## src/rtl/alu_host_sequencer.sv

```systemverilog
// alu_host_sequencer: host-side initiator for the 4-bit ALU command port.
// Takes one command at a time, pulses alu_start, waits for a rising
// alu_result_valid (or a watchdog expiry) and queues exactly one response
// per accepted command in a small FIFO.
module alu_host_sequencer #(
  parameter int RSP_DEPTH      = 4,
  parameter int TIMEOUT_CYCLES = 16
) (
  input  logic                       clk,
  input  logic                       rst_n,
  input  logic                       cmd_valid,
  output logic                       cmd_ready,
  input  logic [2:0]                 cmd_op,
  input  logic [3:0]                 cmd_a,
  input  logic [3:0]                 cmd_b,
  output logic                       alu_start,
  output logic [2:0]                 alu_op_select,
  output logic [3:0]                 alu_operand_a,
  output logic [3:0]                 alu_operand_b,
  input  logic                       alu_busy,
  input  logic                       alu_result_valid,
  input  logic [7:0]                 alu_result,
  input  logic                       alu_zero,
  input  logic                       alu_carry,
  input  logic                       alu_overflow,
  output logic                       rsp_valid,
  input  logic                       rsp_ready,
  output logic [7:0]                 rsp_data,
  output logic [3:0]                 rsp_flags,
  output logic [$clog2(RSP_DEPTH):0] rsp_level,
  output logic                       idle
);

  localparam int PW = $clog2(RSP_DEPTH);
  localparam int CW = (TIMEOUT_CYCLES > 2) ? $clog2(TIMEOUT_CYCLES) : 1;
  localparam logic [PW:0]   DEPTH_L = (PW+1)'(RSP_DEPTH);
  localparam logic [CW-1:0] CNT_LIM = CW'(TIMEOUT_CYCLES - 1);

  typedef enum logic [1:0] {S_IDLE, S_ISSUE, S_WAIT} state_e;

  typedef struct packed {
    logic [3:0] flags;   // {timeout, overflow, carry, zero}
    logic [7:0] data;
  } rsp_t;

  state_e          state_q;
  logic            start_q;
  logic [2:0]      op_q;
  logic [3:0]      a_q, b_q;
  logic [CW-1:0]   cnt_q;
  logic            prev_rv_q;

  rsp_t            mem_q [RSP_DEPTH];
  logic [PW-1:0]   wr_ptr_q, rd_ptr_q;
  logic [PW:0]     level_q, level_d;

  logic            accept, capture, timeout, push, pop;
  rsp_t            push_entry;

  // Busy is status only; capture is qualified purely by the result_valid edge.
  logic            busy_unused;
  assign busy_unused = alu_busy;

  // Handshake, capture/timeout decode and the entry to be queued.
  always_comb begin
    cmd_ready  = (state_q == S_IDLE) && (level_q < DEPTH_L);
    accept     = cmd_valid && cmd_ready;
    capture    = (state_q == S_WAIT) && alu_result_valid && !prev_rv_q;
    timeout    = (state_q == S_WAIT) && !capture && (cnt_q == CNT_LIM);
    push       = capture || timeout;
    pop        = (level_q != '0) && rsp_ready;
    push_entry = '{flags: 4'b1000, data: 8'h00};
    if (capture) push_entry = '{flags: {1'b0, alu_overflow, alu_carry, alu_zero},
                                data:  alu_result};
  end

  // Command FSM with registered ALU-facing outputs.
  always_ff @(posedge clk or negedge rst_n) begin
    if (!rst_n) begin
      state_q   <= S_IDLE;
      start_q   <= 1'b0;
      op_q      <= '0;
      a_q       <= '0;
      b_q       <= '0;
      cnt_q     <= '0;
      prev_rv_q <= 1'b0;
    end else begin
      start_q <= 1'b0;
      unique case (state_q)
        S_IDLE: begin
          if (accept) begin
            op_q      <= cmd_op;
            a_q       <= cmd_a;
            b_q       <= cmd_b;
            start_q   <= 1'b1;
            prev_rv_q <= 1'b0;
            state_q   <= S_ISSUE;
          end
        end
        S_ISSUE: begin
          // Sampling result_valid here makes a level left over from the
          // previous operation look "old" on the first WAIT cycle.
          cnt_q     <= '0;
          prev_rv_q <= alu_result_valid;
          state_q   <= S_WAIT;
        end
        S_WAIT: begin
          prev_rv_q <= alu_result_valid;
          if (push) state_q <= S_IDLE;
          else      cnt_q   <= cnt_q + CW'(1);
        end
        default: state_q <= S_IDLE;
      endcase
    end
  end

  // Next FIFO occupancy; push+pop together leaves it unchanged.
  always_comb begin
    level_d = level_q;
    unique case ({push, pop})
      2'b10:   level_d = level_q + (PW+1)'(1);
      2'b01:   level_d = level_q - (PW+1)'(1);
      default: level_d = level_q;
    endcase
  end

  // FIFO pointers and occupancy; pointers wrap naturally at RSP_DEPTH.
  always_ff @(posedge clk or negedge rst_n) begin
    if (!rst_n) begin
      wr_ptr_q <= '0;
      rd_ptr_q <= '0;
      level_q  <= '0;
    end else begin
      if (push) wr_ptr_q <= wr_ptr_q + PW'(1);
      if (pop)  rd_ptr_q <= rd_ptr_q + PW'(1);
      level_q <= level_d;
    end
  end

  // FIFO storage; contents are only meaningful behind a valid level.
  always_ff @(posedge clk) begin
    if (push) mem_q[wr_ptr_q] <= push_entry;
  end

  assign alu_start     = start_q;
  assign alu_op_select = op_q;
  assign alu_operand_a = a_q;
  assign alu_operand_b = b_q;
  assign rsp_valid     = (level_q != '0);
  assign rsp_data      = mem_q[rd_ptr_q].data;
  assign rsp_flags     = mem_q[rd_ptr_q].flags;
  assign rsp_level     = level_q;
  assign idle          = (state_q == S_IDLE) && (level_q == '0);

endmodule

```

## config.mk

```make
export PLATFORM = sky130hd
export DESIGN_NAME = alu_host_sequencer
export DESIGN_NICKNAME = d
export VERILOG_FILES = /design/src/rtl/alu_host_sequencer.sv
export SDC_FILE = /design/constraint.sdc
export NUM_CORES = 1
export LEC_CHECK = 0
export ABC_AREA = 0
export BUFFER_PORTS_ARGS = -buffer_cell sky130_fd_sc_hd__buf_2
export CELL_PAD_IN_SITES_DETAIL_PLACEMENT = 1
export CELL_PAD_IN_SITES_GLOBAL_PLACEMENT = 2
export CORE_ASPECT_RATIO = 1.2
export CORE_MARGIN = 2
export CORE_UTILIZATION = 40
export DETAILED_ROUTE_END_ITERATION = 7
export GPL_TIMING_DRIVEN = 0
export PLACE_DENSITY_LB_ADDON = 0.1
export SLEW_MARGIN = 0
export SYNTH_ARGS = -nofsm -noshare
export SYNTH_HDL_FRONTEND = slang
export SYNTH_SLANG_ARGS = --single-unit
```

## constraint.sdc

```tcl
create_clock -name clk -period 3 [get_ports clk]
set_input_delay 0.3 -clock clk [delete_from_list [all_inputs] [get_ports clk]]
set_output_delay 0.3 -clock clk [all_outputs]
set_load 0.02 [all_outputs]
```

==> flow_summary.toml <==
[run_status]
outcome = "complete, no violations"

[min_path]
worst_hold_path_type = "primary input to flop"

[yosys]
yosysWarningCount = 0
synth-simple-area-share = 0.0734
syn_area_per_cell_um2 = 17.2
synthAdderAreaFrac = 0.0418
yosys_most_used_dff = "sky130_fd_sc_hd__edfxtp_1"
netlist_instances = 184
synth_compound_gate_area_share = 0.0292
largest_family_of_logic_cells_by_synthesized_area = "multiplexers"
synth_nets = 222
synth-edff-count = 48
netlist-cell-type-count = 39
ys_seq_elements = 74
yosys.area_share.xor_xnor = 0.0166
ys_async_sr_fraction = 0.351
part_of_the_yosys_area_used_for_sequential_elements = 0.660
post_synth_instance_area_mm2 = 0.00317
synth.mux.area_fraction = 0.143

[worst_setup_path]
crit_buf_inv = 5
worstSetupStartpointType = "flop"
critPathCaptureType = "flop"
critical_path.max_fanout = 10
cpLargestDelayFamily = "adder cells"
cp_common_cell = "sky130_fd_sc_hd__inv_1"
critical_path_required_ps = 3280
critical-path-slowest-cell = "sky130_fd_sc_hd__fa_1"
path_cells = "inv_1 -> ha_1 -> buf_2 -> inv_1 -> a21oi_4 -> inv_1 -> ha_1 -> inv_1 -> fa_1 -> xor2_1 -> nor2_1 -> xor2_1"
critPathArrivalTime_ps = 2540
critPathKind = "flop to flop"
crit_path_max_incr_delay_ps = 370

[die]
floorplan.die_area_mm2 = 0.00865
chipWidth_um = 85.3
starting_utilization_of_the_core_area = 0.414
design.portCount = 58
die-height_um = 102
core.rowCount = 35
placeable_core_region_mm2 = 0.00766

[place]
post-place-cells = 332
place.gp.congestion = 0.707
detailedPlacementHpwl_um = 4250
pre_cts_ws_ps = 757
placement.io_buffers = 56

[sta]
hold_viol = 0
timing.final.setup_violations = 0
fin_setup_tns_ps = 0
slew-limit-headroom = 0.559
drv_slew = 0
final.setup_skew_ps = 5.69
grt_setup_unrepaired = "false"
finalCriticalPeriod_ps = 2260
max_clk_rate_ghz = 0.442
holdWs_ps = 173
worstMarginPinSlew_ps = 662
setup_slack_ps = 738
fin_crit_sh = 0.754

[drt]
drcViolationCount = 0
route.top_layer_used = "met4"
detail_route.wirelength_um = 5970
routed_wire_length_per_instance_um = 17.1
detailroute.wirelength.met2_um = 3270
vias = 1783
m1WireLength_um = 2320
wl_met3_um = 272
drt-pass1-iter-count = 4
postRouteAntennaNets = 0
post_drt_via_cell_ratio = 5.11
starting_drc_count_in_detailed_routing = 38

[cts]
clock-sinks = 74
number_of_buffers_inserted_for_hold_repair_after_clock_tree_synthesis = 1
post_cts_resize_count = 0
clock_insertion_delay_worst_skew_ps = 350
tritoncts = "built"
max_buffers_root_to_sink = 2
clock_tree.htree_level_count = 3
number_of_buffers_created_by_cts = 9
clock_root_buffer_master = "sky130_fd_sc_hd__clkbuf_8"
post-cts-setup-buffer-count = 0
clk_pin_slew_ps = 80

[cells_and_area]
nets = 290
mostFrequentLayoutCells = "sky130_fd_sc_hd__buf_2, sky130_fd_sc_hd__edfxtp_1, sky130_fd_sc_hd__dfrtp_1"
final-instance-count-excl-fill = 349
area_growth_syn_to_layout_pct = 19.7
fillers = 780
drive_above_1_share = 0.405
area_of_combinational_cells_with_multiple_inputs_um2 = 963
regArea_mm2 = 0.00209
layout.cells.most_common = "sky130_fd_sc_hd__buf_2"
diodes = 0

[global_route]
grt_pass1_vias = 1965
globalRouteOverflowTotal = 0
antenna_found_initial = 0
grt.total_usage = 0.150
grt_start_max_net_pins = 27
grt_first_pass_wirelength_um = 9620

[flow_run]
drv_cap = 0

[power]
cellLeakagePower_nw = 1.60
max-vdd-ir-drop_uv = 408
finalPower_mw = 3.63
power_density_mw_per_mm2 = 957
[metrics by stage]
step                utilization  area, um2
floorplan                     -       3170
global placement          0.465       3560
detailed placement        0.465       3560
CTS                       0.495       3790
global route              0.495       3790
finish                    0.495       3790
[kinds of logic (layout without fill, tap and decap cells)]
logic type	Yosys count	in the layout
fa+ha+maj	10	10
mux	27	27
simple gates	35	35
xor+xnor	6	6
compound gates	11	11
buf+inv	21	94
flops	74	74
[per-layer routing]
metal | global-route usage | vias to the layer above
met1 | 0.168 | 898
met5 | 0 | -
met3 | 0.0399 | 10
met2 | 0.269 | 46
li1 | - | 829
met4 | 0.0659 | 0
[cells in the mapped netlist (2+ instances only)]
cell / number / area (um2)
sky130_fd_sc_hd__buf_2: 3 / 15.0
sky130_fd_sc_hd__nor2b_1: 3 / 18.8
sky130_fd_sc_hd__inv_1: 13 / 48.8
sky130_fd_sc_hd__nor2_1: 2 / 7.51
sky130_fd_sc_hd__dfrtp_1: 26 / 651
sky130_fd_sc_hd__a31oi_1: 2 / 12.5
sky130_fd_sc_hd__clkbuf_1: 2 / 7.51
sky130_fd_sc_hd__xnor2_1: 3 / 26.3
sky130_fd_sc_hd__xor2_1: 3 / 26.3
sky130_fd_sc_hd__buf_6: 2 / 22.5
sky130_fd_sc_hd__ha_1: 9 / 113
sky130_fd_sc_hd__edfxtp_1: 48 / 1440
sky130_fd_sc_hd__and3_1: 12 / 75.1
sky130_fd_sc_hd__mux4_2: 8 / 180
sky130_fd_sc_hd__nand2b_1: 2 / 12.5
sky130_fd_sc_hd__nor4_1: 2 / 12.5
sky130_fd_sc_hd__and2_1: 5 / 31.3
sky130_fd_sc_hd__mux4_1: 4 / 105
sky130_fd_sc_hd__mux2_2: 14 / 158
sky130_fd_sc_hd__nand2_1: 2 / 7.51
[registers in the layout (all words and copies together) (netlist names)]
register	flops
mem_q	48
alu_operand_a	4
alu_operand_b	4
cnt_q	4
alu_op_select	3
rsp_level	3
rd_ptr_q	2
state_q	2
wr_ptr_q	2
alu_start	1
prev_rv_q	1
[area by class of cell]
| type | instances | share of cell area |
|---|---|---|
| timing repair buffer | 57 | 0.0765 |
| clock inverter | 6 | 0.0241 |
| inverter | 13 | 0.0129 |
| sequential | 74 | 0.551 |
| clock buffer | 10 | 0.0336 |
| buffer | 8 | 0.0172 |
| tap | 92 | 0.0303 |
| multi-input combinational | 89 | 0.254 |
[worst paths after layout]
kind | startpoint | end | slack, ps | cells after the start
max in group asynchronous | rst_n | alu_operand_a[0] | 2100 | 2
min in group asynchronous | rst_n | alu_op_select[1] | 500 | 2
worst min register to register | alu_operand_a[0] | alu_operand_a[0] | 500 | 1
worst max register to register | state_q[0] | rsp_level[2] | 740 | 12
worst min-delay path | cmd_b[3] | alu_operand_b[3] | 170 | 2
worst max-delay path | state_q[0] | rsp_level[2] | 740 | 12
[power by group]
part           internal, mW  total [mW]  switching, mW
clock network         0.471       0.848          0.377
registers              1.29        1.41          0.115
logic                 0.609        1.37          0.766
(Power assumes the default switching activity.)
